File: src/rtl/hazard_unit_p.sv
`default_nettype none
// ============================================================================
// Module   : hazard_unit_p
// Purpose  : Forwarding, load-use stall FSM and branch flush for the 5-stage
//            pipeline. Optional counters are built when HAZARD_PERF_CNT_EN is defined.
// Revision : 1.0 - initial release
// ============================================================================
module hazard_unit_p #(
  parameter int REG_AW     = 5,
  parameter int LOAD_STALL = 1,
  parameter int CNT_W      = 32
) (
  input  logic              clk,
  input  logic              rst,
  input  logic [REG_AW-1:0] Rs1D,
  input  logic [REG_AW-1:0] Rs2D,
  input  logic [REG_AW-1:0] Rs1E,
  input  logic [REG_AW-1:0] Rs2E,
  input  logic [REG_AW-1:0] RdE,
  input  logic [REG_AW-1:0] RdM,
  input  logic [REG_AW-1:0] RdW,
  input  logic              ResultSrcE,
  input  logic              RegWriteM,
  input  logic              RegWriteW,
  input  logic              PCSrcE,
  input  logic              cnt_clr,
  output logic [1:0]        ForwardAE,
  output logic [1:0]        ForwardBE,
  output logic              StallF,
  output logic              StallD,
  output logic              FlushD,
  output logic              FlushE,
  output logic [CNT_W-1:0]  stall_cnt,
  output logic [CNT_W-1:0]  flush_cnt
);

  typedef enum logic [0:0] {
    IDLE = 1'b0,
    HOLD = 1'b1
  } state_t;

  localparam logic [2:0] HOLD_INIT = 3'(LOAD_STALL - 1);

  state_t     state_q, state_d;
  logic [2:0] hold_q, hold_d;
  logic       stall;
  logic       load_use;

  function automatic logic [1:0] fwd_sel(
    input logic [REG_AW-1:0] rs,
    input logic [REG_AW-1:0] rd_m,
    input logic [REG_AW-1:0] rd_w,
    input logic              we_m,
    input logic              we_w
  );
    // M is the younger producer, so it takes priority over W.
    if (we_m && (rd_m != '0) && (rd_m == rs))      fwd_sel = 2'b10;
    else if (we_w && (rd_w != '0) && (rd_w == rs)) fwd_sel = 2'b01;
    else                                           fwd_sel = 2'b00;
  endfunction

  always_comb begin
    ForwardAE = fwd_sel(Rs1E, RdM, RdW, RegWriteM, RegWriteW);
    ForwardBE = fwd_sel(Rs2E, RdM, RdW, RegWriteM, RegWriteW);
  end

  assign load_use = ResultSrcE && (RdE != '0) && ((RdE == Rs1D) || (RdE == Rs2D));

  always_ff @(posedge clk or negedge rst) begin
    if (!rst) begin
      state_q <= IDLE;
      hold_q  <= 3'd0;
    end else begin
      state_q <= state_d;
      hold_q  <= hold_d;
    end
  end

  always_comb begin
    state_d = state_q;
    hold_d  = hold_q;
    stall   = 1'b0;
    FlushD  = 1'b0;
    FlushE  = 1'b0;
    if (PCSrcE) begin
      // A taken branch squashes everything, including a pending load-use stall.
      FlushD  = 1'b1;
      FlushE  = 1'b1;
      state_d = IDLE;
      hold_d  = 3'd0;
    end else begin
      case (state_q)
        IDLE: begin
          if (load_use) begin
            stall  = 1'b1;
            FlushE = 1'b1;
            if (LOAD_STALL > 1) begin
              state_d = HOLD;
              hold_d  = HOLD_INIT;
            end
          end
        end
        HOLD: begin
          stall  = 1'b1;
          FlushE = 1'b1;
          if (hold_q <= 3'd1) begin
            state_d = IDLE;
            hold_d  = 3'd0;
          end else begin
            hold_d = hold_q - 3'd1;
          end
        end
        default: begin
          state_d = IDLE;
          hold_d  = 3'd0;
        end
      endcase
    end
  end

  assign StallF = stall;
  assign StallD = stall;

`ifdef HAZARD_PERF_CNT_EN
  logic [CNT_W-1:0] stall_cnt_q, stall_cnt_d;
  logic [CNT_W-1:0] flush_cnt_q, flush_cnt_d;

  always_comb begin
    stall_cnt_d = stall_cnt_q;
    flush_cnt_d = flush_cnt_q;
    if (cnt_clr) begin
      stall_cnt_d = '0;
      flush_cnt_d = '0;
    end else begin
      if (stall && (stall_cnt_q != '1))  stall_cnt_d = stall_cnt_q + CNT_W'(1);
      if (PCSrcE && (flush_cnt_q != '1)) flush_cnt_d = flush_cnt_q + CNT_W'(1);
    end
  end

  always_ff @(posedge clk or negedge rst) begin
    if (!rst) begin
      stall_cnt_q <= '0;
      flush_cnt_q <= '0;
    end else begin
      stall_cnt_q <= stall_cnt_d;
      flush_cnt_q <= flush_cnt_d;
    end
  end

  assign stall_cnt = stall_cnt_q;
  assign flush_cnt = flush_cnt_q;
`else
  logic unused_cnt_clr;
  assign unused_cnt_clr = cnt_clr;
  assign stall_cnt      = '0;
  assign flush_cnt      = '0;
`endif

endmodule
`default_nettype wire

File: config.mk
export PLATFORM = sky130hd
export DESIGN_NAME = hazard_unit_p
export DESIGN_NICKNAME = d
export VERILOG_FILES = /design/src/rtl/hazard_unit_p.sv
export SDC_FILE = /design/constraint.sdc
export NUM_CORES = 1
export LEC_CHECK = 0
export BUFFER_PORTS_ARGS = -buffer_cell sky130_fd_sc_hd__buf_4
export CAP_MARGIN = 20
export CORE_UTILIZATION = 36
export CTS_CLUSTER_SIZE = 16
export DETAILED_ROUTE_END_ITERATION = 8
export GPL_TIMING_DRIVEN = 0
export PLACE_DENSITY = 0.82
export REMOVE_ABC_BUFFERS = 1
export SYNTH_ARGS = -nofsm -noshare
export SYNTH_HDL_FRONTEND = slang
export SYNTH_SLANG_ARGS = --single-unit
File: constraint.sdc
create_clock -name clk -period 1.9 [get_ports clk]
set_clock_uncertainty 0.15 [all_clocks]
set_input_delay 0.38 -clock clk [delete_from_list [all_inputs] [get_ports clk]]
set_output_delay 0.38 -clock clk [all_outputs]
set_load 0.02 [all_outputs]
==> summary.txt <==
Layout
  • Fin nets: 241
  • Antenna diodes: 0
  • Layout cells sized above 1: 37.44%
  • Filler-free cell count of the finished design: 226
  • P&R area growth vs syn: 35.71%

Global route
  • Largest net degree at the start of global routing: 6
  • Grt ovf: 0
  • Vias in the first global route: 800
  • Global-route wire length before repair: 3.284 mm
  • Initial antenna violation count: 0
  • All-Layer GR Usage: 12.62%

Yosys
  • Post-Synth Adder-Cell Area: 2.260%
  • Main combinational cell family by area after synthesis: buffers and inverters
  • Area leader, netlist: buf_4
  • Top-area cell type share of the netlist area: 44.75%
  • Ys Warns: 0
  • Post-synthesis xor/xnor area fraction: 23.73%
  • Mux cell area share after synthesis: 0%
  • Complex-gate fraction of the synthesized area: 6.667%
  • Top cells by area, synth: buf_4 45%, xor2_1 19%, dfrtp_1 9.0%
  • Simple-gate share of the synthesized area: 11.86%
  • Synthesized flop and latch total: 4
  • Sequential fraction of the synthesis area: 9.040%
  • Netlist Area Pre-Place: 1107 um^2
  • Syn avg cell area: 7.909 um^2
  • Post-synthesis cell count: 140
  • Synth cell types: 24

STA
  • RSZ-0062 raised after global routing: yes
  • Final setup violation count: 7
  • Hold Fails Final Rpt: 0
  • Fmax: 0.4596 GHz
  • Final period util: 114.5%
  • Fin crit period: 2.176 ns
  • Max Slew Vio Count: 0
  • Worst setup margin: -0.2760 ns

Floorplan
  • # rows: 19
  • Initial Utilization: 39.14%
  • Die H: 57.46 um
  • Ports: 114
  • Die W: 57.46 um
  • Total Die Area: 3302 um^2
  • Core ar.: 2829 um^2

Critical path
  • CP required: 1.37 ns
  • Crit Path Max Fanout: 2
  • Startpoint types: input port
  • R2r startpoint: hold_q[0]$_DFFE_PN0P_
  • Worst flop-to-flop path endpoint: hold_q[2]$_DFFE_PN0P_
  • Reg-to-reg slack, setup: 0.45 ns
  • CP Class: input port to output port
  • Worst Setup EP: ForwardAE[0]
  • Worst EP arrival: 1.65 ns
  • Worst setup path startpoint: RdM[4]
  • Critical path capture point type: output port
  • Register-to-Register Path Depth: 6

Hold path
  • WHS Path Cells: 4
  • Hold Path Class: input port to register

Place
  • Final Wtd Congestion: 0.7612
  • Placed cells: 216
  • Final HPWL DP: 1.761 mm
  • PortBufs: 48

Routing
  • Vias: 897
  • Drt pass-1 iters: 7
  • Avg Vias per Cell: 3.969
  • DRC: 6
  • Final antenna-violating net count: 0
  • DRT iter0 DRCs: 37
  • Final wirelength: 2.444 mm
  • Wire length per cell: 10.81 um

Pwr
  • Gate power share: 64.2%
  • Reg power frac: 16.3%
  • Worst VDD drop: 0.0001986 V
  • Pwr dens: 349.6 nW/um^2
  • Clock Power Share: 19.5%
  • Sw frac: 45.98%
  • Psw: 241.6 uW
  • Lkg Pwr: 0.7687 nW
  • Pint: 283.8 uW
  • Total power: 525.4 uW

Flow run
  • Max-cap violations: 0

Status
  • Violated checks: design-rule violations, negative setup slack
  • Outcome: complete, but fails checks

Clock network
  • Max clock buf depth: 2
  • TritonCTS Sinks: 4
  • CTS tree: built
  • H-tree depth: 1
  • Clk slew on worst S/H paths: 0.04 ns
  • Num CTS Buffers: 3
  • Worst-Skew Late Latency: 0.23 ns
  • Root Buffer: clkbuf_4
## routing by layer
metal  part of all wire [%]  up-vias  GRT usage, %  wire (um)
met2                     58       64         25.58       1415
met4                    2.4        0         2.439         59
met5                      0        -             0          0
li1                       -      434             -          -
met1                     32      393         12.88        785
met3                    7.6        6         2.948        185
## worst max-delay path, cell delays in order
cell	delay, ns
buf_8	0.10
or4_4	0.54
o21ai_4	0.16
buf_6	0.12
nor4_4	0.03
nor4_2	0.13
buf_4	0.18
## per-stage QoR
| stage | setup TNS [ns] | instance area [um^2] | util [%] | setup WS, ns | hold WS (ns) |
|---|---|---|---|---|---|
| after global placement | -1.260 | 1247 | 44.10 | -0.3798 | 0.02586 |
| after global routing | -1.454 | 1503 | 53.12 | -0.3066 | 0.3220 |
| after detailed placement | -1.257 | 1247 | 44.10 | -0.3621 | 0.02777 |
| final | -1.229 | 1503 | 53.12 | -0.2760 | 0.3026 |
| after floorplan | -1.687 | 848.3 | - | -0.4383 | -0.06559 |
| after CTS | -1.362 | 1415 | 50.02 | -0.3044 | 0.2951 |
## cells in the mapped netlist
cell type,n
a21o_1,1
a21oi_1,1
a22oi_1,1
buf_4,66
conb_1,1
dfrtp_1,4
ha_1,2
inv_1,4
nand2_1,4
nand2b_1,1
nand3_1,2
nor2_1,3
nor3_1,2
nor4_1,2
nor4_2,2
o21ai_0,5
o21ai_1,1
o21ai_2,1
o21bai_1,1
o31ai_1,1
or4_1,4
or4_4,1
xnor2_1,6
xor2_1,24
## kinds of logic (layout without fill, tap and decap cells)
logic type | Yosys count | count (layout)
XOR/XNOR | 30 | 30
other | 1 | 64
flip-flops | 4 | 4
buffers and inverters | 70 | 62
adder cells (fa/ha/maj) | 2 | 2
AO/OA/AOI/OAI | 12 | 12
AND/OR/NAND/NOR | 21 | 21
## cell type report
cell class                      instances  area, um^2
Clock buffer                            3       22.52
Multi-Input combinational cell        129       828.3
Tap cell                               31       38.79
Inverter                                4       15.01
Fill cell                             265        1326
Sequential cell                         4       100.1
Timing Repair Buffer                   55       498.0
## timing repair
item,4_1_cts,5_1_grt
endpoints found under the hold margin,4,0
pin swaps,17,11
resized for setup,21,19
gates cloned,0,0
endpoints found under the setup margin,7,7
buffers inserted,6,0
hold buffers,1,0
## power groups by stage
stage          combinational, mW  sequential, mW  clock, mW
3_5_place_dp               0.278          0.0867          0
4_1_cts                    0.309          0.0857      0.104
2_1_floorplan              0.174          0.0868          0
3_3_place_gp               0.274          0.0867          0
5_1_grt                    0.359          0.0856      0.111
6_report                   0.337          0.0857      0.102
## worst min-delay path by stage
stage	from	end	slack (ns)
4_1_cts	PCSrcE	hold_q[2]$_DFFE_PN0P_	0.30
3_3_place_gp	rst	hold_q[2]$_DFFE_PN0P_	0.03
3_5_place_dp	rst	state_q$_DFF_PN0_	0.03
6_report	PCSrcE	hold_q[2]$_DFFE_PN0P_	0.30
5_1_grt	PCSrcE	hold_q[2]$_DFFE_PN0P_	0.32
2_1_floorplan	rst	hold_q[0]$_DFFE_PN0P_	-0.07
## registers in the layout, indices dropped and copies added, names as in the netlist
signal / flops
hold_q: 3
state_q: 1
## cells in the final DEF, fill, tap and decap left out, types with 4 or more instances in the layout
cell type / count
conb_1: 64
buf_4: 35
xor2_1: 22
buf_6: 16
xnor2_1: 6
inv_1: 4
nand2_1: 4
dfrtp_1: 4
No activity file was read; power rests on OpenSTA's default activity.
